--- src/rtl/upd_grad_acc.sv ---
// upd_grad_acc
//   Weight-gradient accumulator for the update stage. For every (cell, input)
//   pair it sums TIMESTEP products d*x, each rescaled by >>> FRAC. It then
//   saturates the sum to WIDTH bits and emits it with its dW/dU write address.
//   Gradients leave in cell-major order.
// Ports
//   clk      clock, rising edge
//   rst      asynchronous active-high reset
//   en       block enable; low aborts (FSM to IDLE, counters/acc/pipe cleared)
//   i_valid  i_d / i_x carry a valid operand pair
//   i_d      d-gate operand (signed)
//   i_x      x/h operand (signed)
//   o_grad   saturated gradient, held between strobes
//   o_addr   cell*NUM_INPUT + input, held between strobes
//   o_valid  one-cycle strobe for o_grad / o_addr
//   o_done   one-cycle strobe together with the final o_valid
//   o_busy   high while accumulating (ACC state)
module upd_grad_acc #(
  parameter int WIDTH      = 16,
  parameter int FRAC       = 12,
  parameter int TIMESTEP   = 7,
  parameter int NUM_CELL   = 8,
  parameter int NUM_INPUT  = 8,
  parameter int ADDR_WIDTH = 12
) (
  input  logic                    clk,
  input  logic                    rst,
  input  logic                    en,
  input  logic                    i_valid,
  input  logic signed [WIDTH-1:0] i_d,
  input  logic signed [WIDTH-1:0] i_x,
  output logic [WIDTH-1:0]        o_grad,
  output logic [ADDR_WIDTH-1:0]   o_addr,
  output logic                    o_valid,
  output logic                    o_done,
  output logic                    o_busy
);

  localparam int PW    = 2 * WIDTH;
  localparam int ACC_W = 2 * WIDTH + 4;
  localparam int TW    = (TIMESTEP  > 1) ? $clog2(TIMESTEP)  : 1;
  localparam int IW    = (NUM_INPUT > 1) ? $clog2(NUM_INPUT) : 1;
  localparam int CW    = (NUM_CELL  > 1) ? $clog2(NUM_CELL)  : 1;

  localparam logic signed [ACC_W-1:0] SAT_MAX = ACC_W'((2 ** (WIDTH - 1)) - 1);
  // Two's complement: ~max == -max-1 == most negative WIDTH-bit value.
  localparam logic signed [ACC_W-1:0] SAT_MIN = ~SAT_MAX;

  typedef enum logic [1:0] {IDLE, ACC, DONE} state_t;

  state_t state, state_next;

  logic [TW-1:0] t_cnt;
  logic [IW-1:0] in_cnt;
  logic [CW-1:0] cell_cnt;

  logic accept;
  logic t_last, in_last, cell_last, last_grad;
  logic [ADDR_WIDTH-1:0] addr_cur;

  // Stage 1 registers
  logic                  v1;
  logic                  first1;
  logic                  last1;
  logic                  done1;
  logic signed [PW-1:0]  prod;
  logic [ADDR_WIDTH-1:0] addr1;

  // Stage 2
  logic signed [PW-1:0]    p;
  logic signed [ACC_W-1:0] p_ext;
  logic signed [ACC_W-1:0] acc;
  logic signed [ACC_W-1:0] acc_sum;
  logic [WIDTH-1:0]        sat;

  assign t_last    = (t_cnt == TW'(TIMESTEP - 1));
  assign in_last   = (in_cnt == IW'(NUM_INPUT - 1));
  assign cell_last = (cell_cnt == CW'(NUM_CELL - 1));
  assign last_grad = t_last && in_last && cell_last;
  assign addr_cur  = ADDR_WIDTH'(cell_cnt * NUM_INPUT + in_cnt);

  // ---------------- FSM: state register ----------------
  always_ff @(posedge clk or posedge rst) begin
    if (rst) state <= IDLE;
    else     state <= state_next;
  end

  // ---------------- FSM: next state ----------------
  always_comb begin
    state_next = state;
    if (!en) begin
      state_next = IDLE;
    end else begin
      case (state)
        IDLE:    state_next = ACC;
        ACC:     if (accept && last_grad) state_next = DONE;
        DONE:    state_next = DONE;
        default: state_next = IDLE;
      endcase
    end
  end

  // ---------------- FSM: outputs ----------------
  always_comb begin
    o_busy = (state == ACC);
    accept = en && i_valid && (state == ACC);
  end

  // ---------------- sample / pair counters ----------------
  always_ff @(posedge clk or posedge rst) begin
    if (rst) begin
      t_cnt    <= '0;
      in_cnt   <= '0;
      cell_cnt <= '0;
    end else if (!en) begin
      t_cnt    <= '0;
      in_cnt   <= '0;
      cell_cnt <= '0;
    end else if (accept) begin
      if (t_last) begin
        t_cnt <= '0;
        if (in_last) begin
          in_cnt   <= '0;
          cell_cnt <= cell_last ? '0 : cell_cnt + 1'b1;
        end else begin
          in_cnt <= in_cnt + 1'b1;
        end
      end else begin
        t_cnt <= t_cnt + 1'b1;
      end
    end
  end

  // ---------------- stage 1: multiply ----------------
  // The address is constant across one pair's samples, so the address captured
  // with the first sample equals the one re-captured with every sample.
  always_ff @(posedge clk or posedge rst) begin
    if (rst) begin
      v1     <= 1'b0;
      first1 <= 1'b0;
      last1  <= 1'b0;
      done1  <= 1'b0;
      prod   <= '0;
      addr1  <= '0;
    end else if (!en) begin
      v1     <= 1'b0;
      first1 <= 1'b0;
      last1  <= 1'b0;
      done1  <= 1'b0;
    end else begin
      v1 <= accept;
      if (accept) begin
        prod   <= i_d * i_x;
        first1 <= (t_cnt == '0);
        last1  <= t_last;
        done1  <= last_grad;
        addr1  <= addr_cur;
      end
    end
  end

  // ---------------- stage 2: scale, accumulate, saturate ----------------
  always_comb begin
    p       = prod >>> FRAC;
    p_ext   = {{(ACC_W - PW){p[PW-1]}}, p};
    acc_sum = (first1 ? '0 : acc) + p_ext;
    if (acc_sum > SAT_MAX)
      sat = {1'b0, {(WIDTH - 1){1'b1}}};
    else if (acc_sum < SAT_MIN)
      sat = {1'b1, {(WIDTH - 1){1'b0}}};
    else
      sat = acc_sum[WIDTH-1:0];
  end

  always_ff @(posedge clk or posedge rst) begin
    if (rst) begin
      acc     <= '0;
      o_grad  <= '0;
      o_addr  <= '0;
      o_valid <= 1'b0;
      o_done  <= 1'b0;
    end else if (!en) begin
      acc     <= '0;
      o_valid <= 1'b0;
      o_done  <= 1'b0;
    end else begin
      o_valid <= v1 && last1;
      o_done  <= v1 && last1 && done1;
      if (v1) acc <= acc_sum;
      if (v1 && last1) begin
        o_grad <= sat;
        o_addr <= addr1;
      end
    end
  end

endmodule

--- config.mk ---
export PLATFORM = sky130hd
export DESIGN_NAME = upd_grad_acc
export DESIGN_NICKNAME = d
export VERILOG_FILES = /design/src/rtl/upd_grad_acc.sv
export SDC_FILE = /design/constraint.sdc
export NUM_CORES = 1
export LEC_CHECK = 0
export BUFFER_PORTS_ARGS = -buffer_cell sky130_fd_sc_hd__buf_2
export CORE_MARGIN = 2
export CORE_UTILIZATION = 50
export DETAILED_ROUTE_END_ITERATION = 8
export GPL_ROUTABILITY_DRIVEN = 0
export HOLD_SLACK_MARGIN = 0.15
export PLACE_DENSITY = 0.64
export SETUP_SLACK_MARGIN = 0.3
export SLEW_MARGIN = 20
export SYNTH_ARGS = -nofsm -noshare
export SYNTH_HDL_FRONTEND = slang
export SYNTH_SLANG_ARGS = --single-unit
--- constraint.sdc ---
create_clock -name clk -period 6.3 [get_ports clk]
set_clock_uncertainty 0.05 [all_clocks]
set_input_delay 0.315 -clock clk [delete_from_list [all_inputs] [get_ports clk]]
set_output_delay 0.315 -clock clk [all_outputs]
set_load 0.05 [all_outputs]
==> key figures <==
Run status
  – Status: complete, no violations

GRT
  – Initial antenna violation count: 0
  – Pin count of the biggest net entering global routing: 63
  – Total track usage: 22.7%
  – First-pass GRT wire length: 61,500 µm
  – Vias in the first global route: 12,400
  – Global-route congestion overflow total: 0

Synthesis
  – Synth unique cells: 80
  – Sequential fraction of the synthesis area: 15.6%
  – Syn_area_per_cell: 8.99 µm²
  – Syn Inst Count: 1,802
  – Top_reg_cell synth: dfrtp_1
  – Post-synth EDFFs: 0
  – Mapped Area: 16,200 µm²
  – FF+latch count, synth: 101
  – Synth warn: 0
  – Async SR Flop Fraction: 100%

STA
  – Final worst slack: 0.523 ns
  – Crit path time final: 5.78 ns
  – Max Clk Rate: 173 MHz
  – Setup TNS: 0 ns
  – Relative slew slack: 37.2%
  – Pins Over Slew Limit: 0
  – RSZ-0062 raised after global routing: false
  – Tcrit/Tclk final: 91.7%
  – Final setup fails: 0
  – Hold slack: 0.430 ns
  – Measured slew at the worst slew-check pin: 0.941 ns
  – Endpoints failing hold: 0

Worst setup path
  – Reg2Reg Launch Point: first1
  – Most frequent CP cell: fa_1
  – CP startpoint kind: input port
  – CP max stage cell: fa_1
  – CP Data Arrival Time: 5.95 ns
  – Crit. Startpoint: i_d[6]
  – Critical Path Sink Type: flip-flop
  – Crit path max fanout: 9
  – Max stage delay on crit path: 0.53 ns
  – WS Path Type: in2reg
  – Crit path buffers/inverters: 7
  – Worst path required time: 6.47 ns
  – Cell family with most CP delay: adder cells

Power
  – Leak: 9.05 nW
  – PD cells: 586 nW/µm²
  – Worst vdd ir: 0.512 mV

Die
  – Die ar.: 33,800 µm²
  – Row count: 65
  – I/O pin cnt: 67
  – Placeable Area: 31,700 µm²
  – DIE HEIGHT: 184 µm
  – Die outline width: 184 µm
  – Starting Density: 51.1%

Clock network
  – Clk sinks: 101
  – CTS HTree Levels: 3
  – TritonCTS Buffers: 9
  – Skew-Pair Late Insertion Delay: 0.36 ns
  – Clock tree buffer depth: 2
  – CTS tree: done
  – Clock slew at reported path FFs: 0.07 ns
  – Clock root buffer: clkbuf_16

Finish
  – Final non-filler cell total: 2,263
  – Ant diodes: 0
  – Nets: 2,274
  – Syn-to-layout area delta: 8.90%
  – Layout cells sized above 1: 11.0%

Drt
  – Remaining DRCs: 0
  – Drt first pass iters: 5
  – Via count: 11,800
  – Via/cell ratio: 5.23
  – Initial DRC Count: 537
  – Post-Route WL: 36,500 µm
  – DR WL/cell: 16.1 µm
  – ANT nets after route: 0

Job
  – Max_cap viols: 0

Min path
  – Hold Startpoint: o_addr[3]
  – Worst hold path class: reg2reg

Place
  – PortBufs: 60
  – Dpl cells: 2,241
  – Pre-CTS setup slack: -0.0240 ns
  – Hpwl dp: 30,100 µm
[placed cells by master, fill, tap and decap left out, types with 7 or more instances in the layout]
cell type,count
o21a_1,12
dfrtp_1,101
clkbuf_16,9
fa_1,258
buf_6,12
xnor2_1,35
o31ai_1,9
and2_1,116
a21oi_2,12
a21o_1,21
nand4_1,11
buf_2,37
nand2_1,235
xor2_1,20
mux2i_1,26
nand2_2,12
inv_1,331
nor3_1,8
a21oi_1,54
buf_4,55
o21ai_0,54
and2_4,11
nand3_1,22
nand2b_1,16
or2_2,7
nor2_1,58
nor2b_1,66
ha_1,111
[final timing paths]
kind                         endpoint  slack, ns  cells past startpoint
max                          prod[31]       0.52                     26
min                         o_addr[3]       0.43                      2
max reg2reg                o_grad[14]       1.37                     15
min reg2reg                 o_addr[3]       0.43                      2
max in group asynchronous     acc[34]       4.55                      4
min in group asynchronous   o_grad[5]       0.47                      3
[registers in the layout, summed over array words and instances (netlist names), 2 cells and up]
register,cells
addr1,6
in_cnt,3
t_cnt,3
o_grad,16
state,2
o_addr,6
cell_cnt,3
prod,20
acc,36
[layout make-up]
class	instances	area, µm²
inverter	338	1270
tap	402	503
sequential	101	2530
clock inverter	6	78.8
fill	2892	14100
timing repair buffer	112	808
multi-input combinational	1294	12200
clock buffer	10	239
[cell usage after synthesis (all sizes together), types with 3 or more instances]
library cell,n,area [µm²]
clkbuf,57,214
nor3,8,40.0
nor2b,66,413
xor2,20,175
a2111oi,4,35.0
nand2,247,952
o21bai,3,33.8
a211o,5,43.8
and3,8,51.3
xnor2,35,307
o21ai,57,289
dfrtp,101,2530
nor3b,5,37.5
o221ai,3,26.3
nand3,23,115
nor2,58,218
or3,3,18.8
nand4,11,68.8
inv,337,1260
fa,262,5250
or2,7,43.8
a211oi,6,45.0
o21a,12,90.1
a21o,22,166
o211a,4,40.0
a21oi,66,368
nand2b,16,100
o41ai,3,45.1
mux2i,26,260
ha,120,1500
a21boi,4,30.0
buf,15,110
o31ai,9,67.6
nor4,6,37.5
and4,3,26.3
a31oi,3,18.8
and2,127,795
o211ai,7,57.6
[cell families after synthesis]
| kind of cell | Yosys count | synth area share (%) |
|---|---|---|
| other | 1 | 0.0232 |
| buffers and inverters | 412 | 10.1 |
| adders and majority gates | 382 | 41.7 |
| and+or+nand+nor | 597 | 18.5 |
| AOI/OAI and AO/OA | 228 | 9.52 |
| xor gates and xnor gates | 55 | 2.97 |
| muxes | 26 | 1.61 |
| DFF | 101 | 15.6 |
[routing by layer]
| metal | up-vias | global-route usage (%) | part of all wire [%] |
|---|---|---|---|
| met5 | - | 0 | 0 |
| met4 | 0 | 4.45 | 1.6 |
| met1 | 5836 | 32.6 | 48 |
| met2 | 241 | 37.5 | 46 |
| li1 | 5713 | - | - |
| met3 | 41 | 2.34 | 4.1 |
[report_power, final]
group | internal (mW) | leakage, nW | switching (mW)
registers | 0.738 | 1.38 | 0.0876
clock network | 0.327 | 0.151 | 0.264
logic | 4.11 | 7.52 | 4.81
[worst register-to-register path: cells and delay by family (launching register included)]
kind                       cells  cell delay (ns)
AOI/OAI and AO/OA              9             2.56
DFF                            1             0.73
buffers and inverters          2             0.54
and+or+nand+nor                3             0.52
adders and majority gates      1             0.37
[stage by stage]
| stage | instance area (µm²) | util (%) | total power [mW] |
|---|---|---|---|
| 2_1_floorplan | 16300 | - | 7.48 |
| 3_3_place_gp | 17100 | 53.8 | 9.32 |
| 3_5_place_dp | 17100 | 53.8 | 9.51 |
| 4_1_cts | 17400 | 54.8 | 10.1 |
| 5_1_grt | 17600 | 55.6 | 11.7 |
| 6_report | 17600 | 55.6 | 10.3 |
[repair_timing]
item,CTS,global route
hold buffers,1,0
buffers inserted,0,4
hold endpoints to repair,39,0
setup endpoints to repair,0,5
resized for setup,0,81
Power figures use the tool's default switching activity.
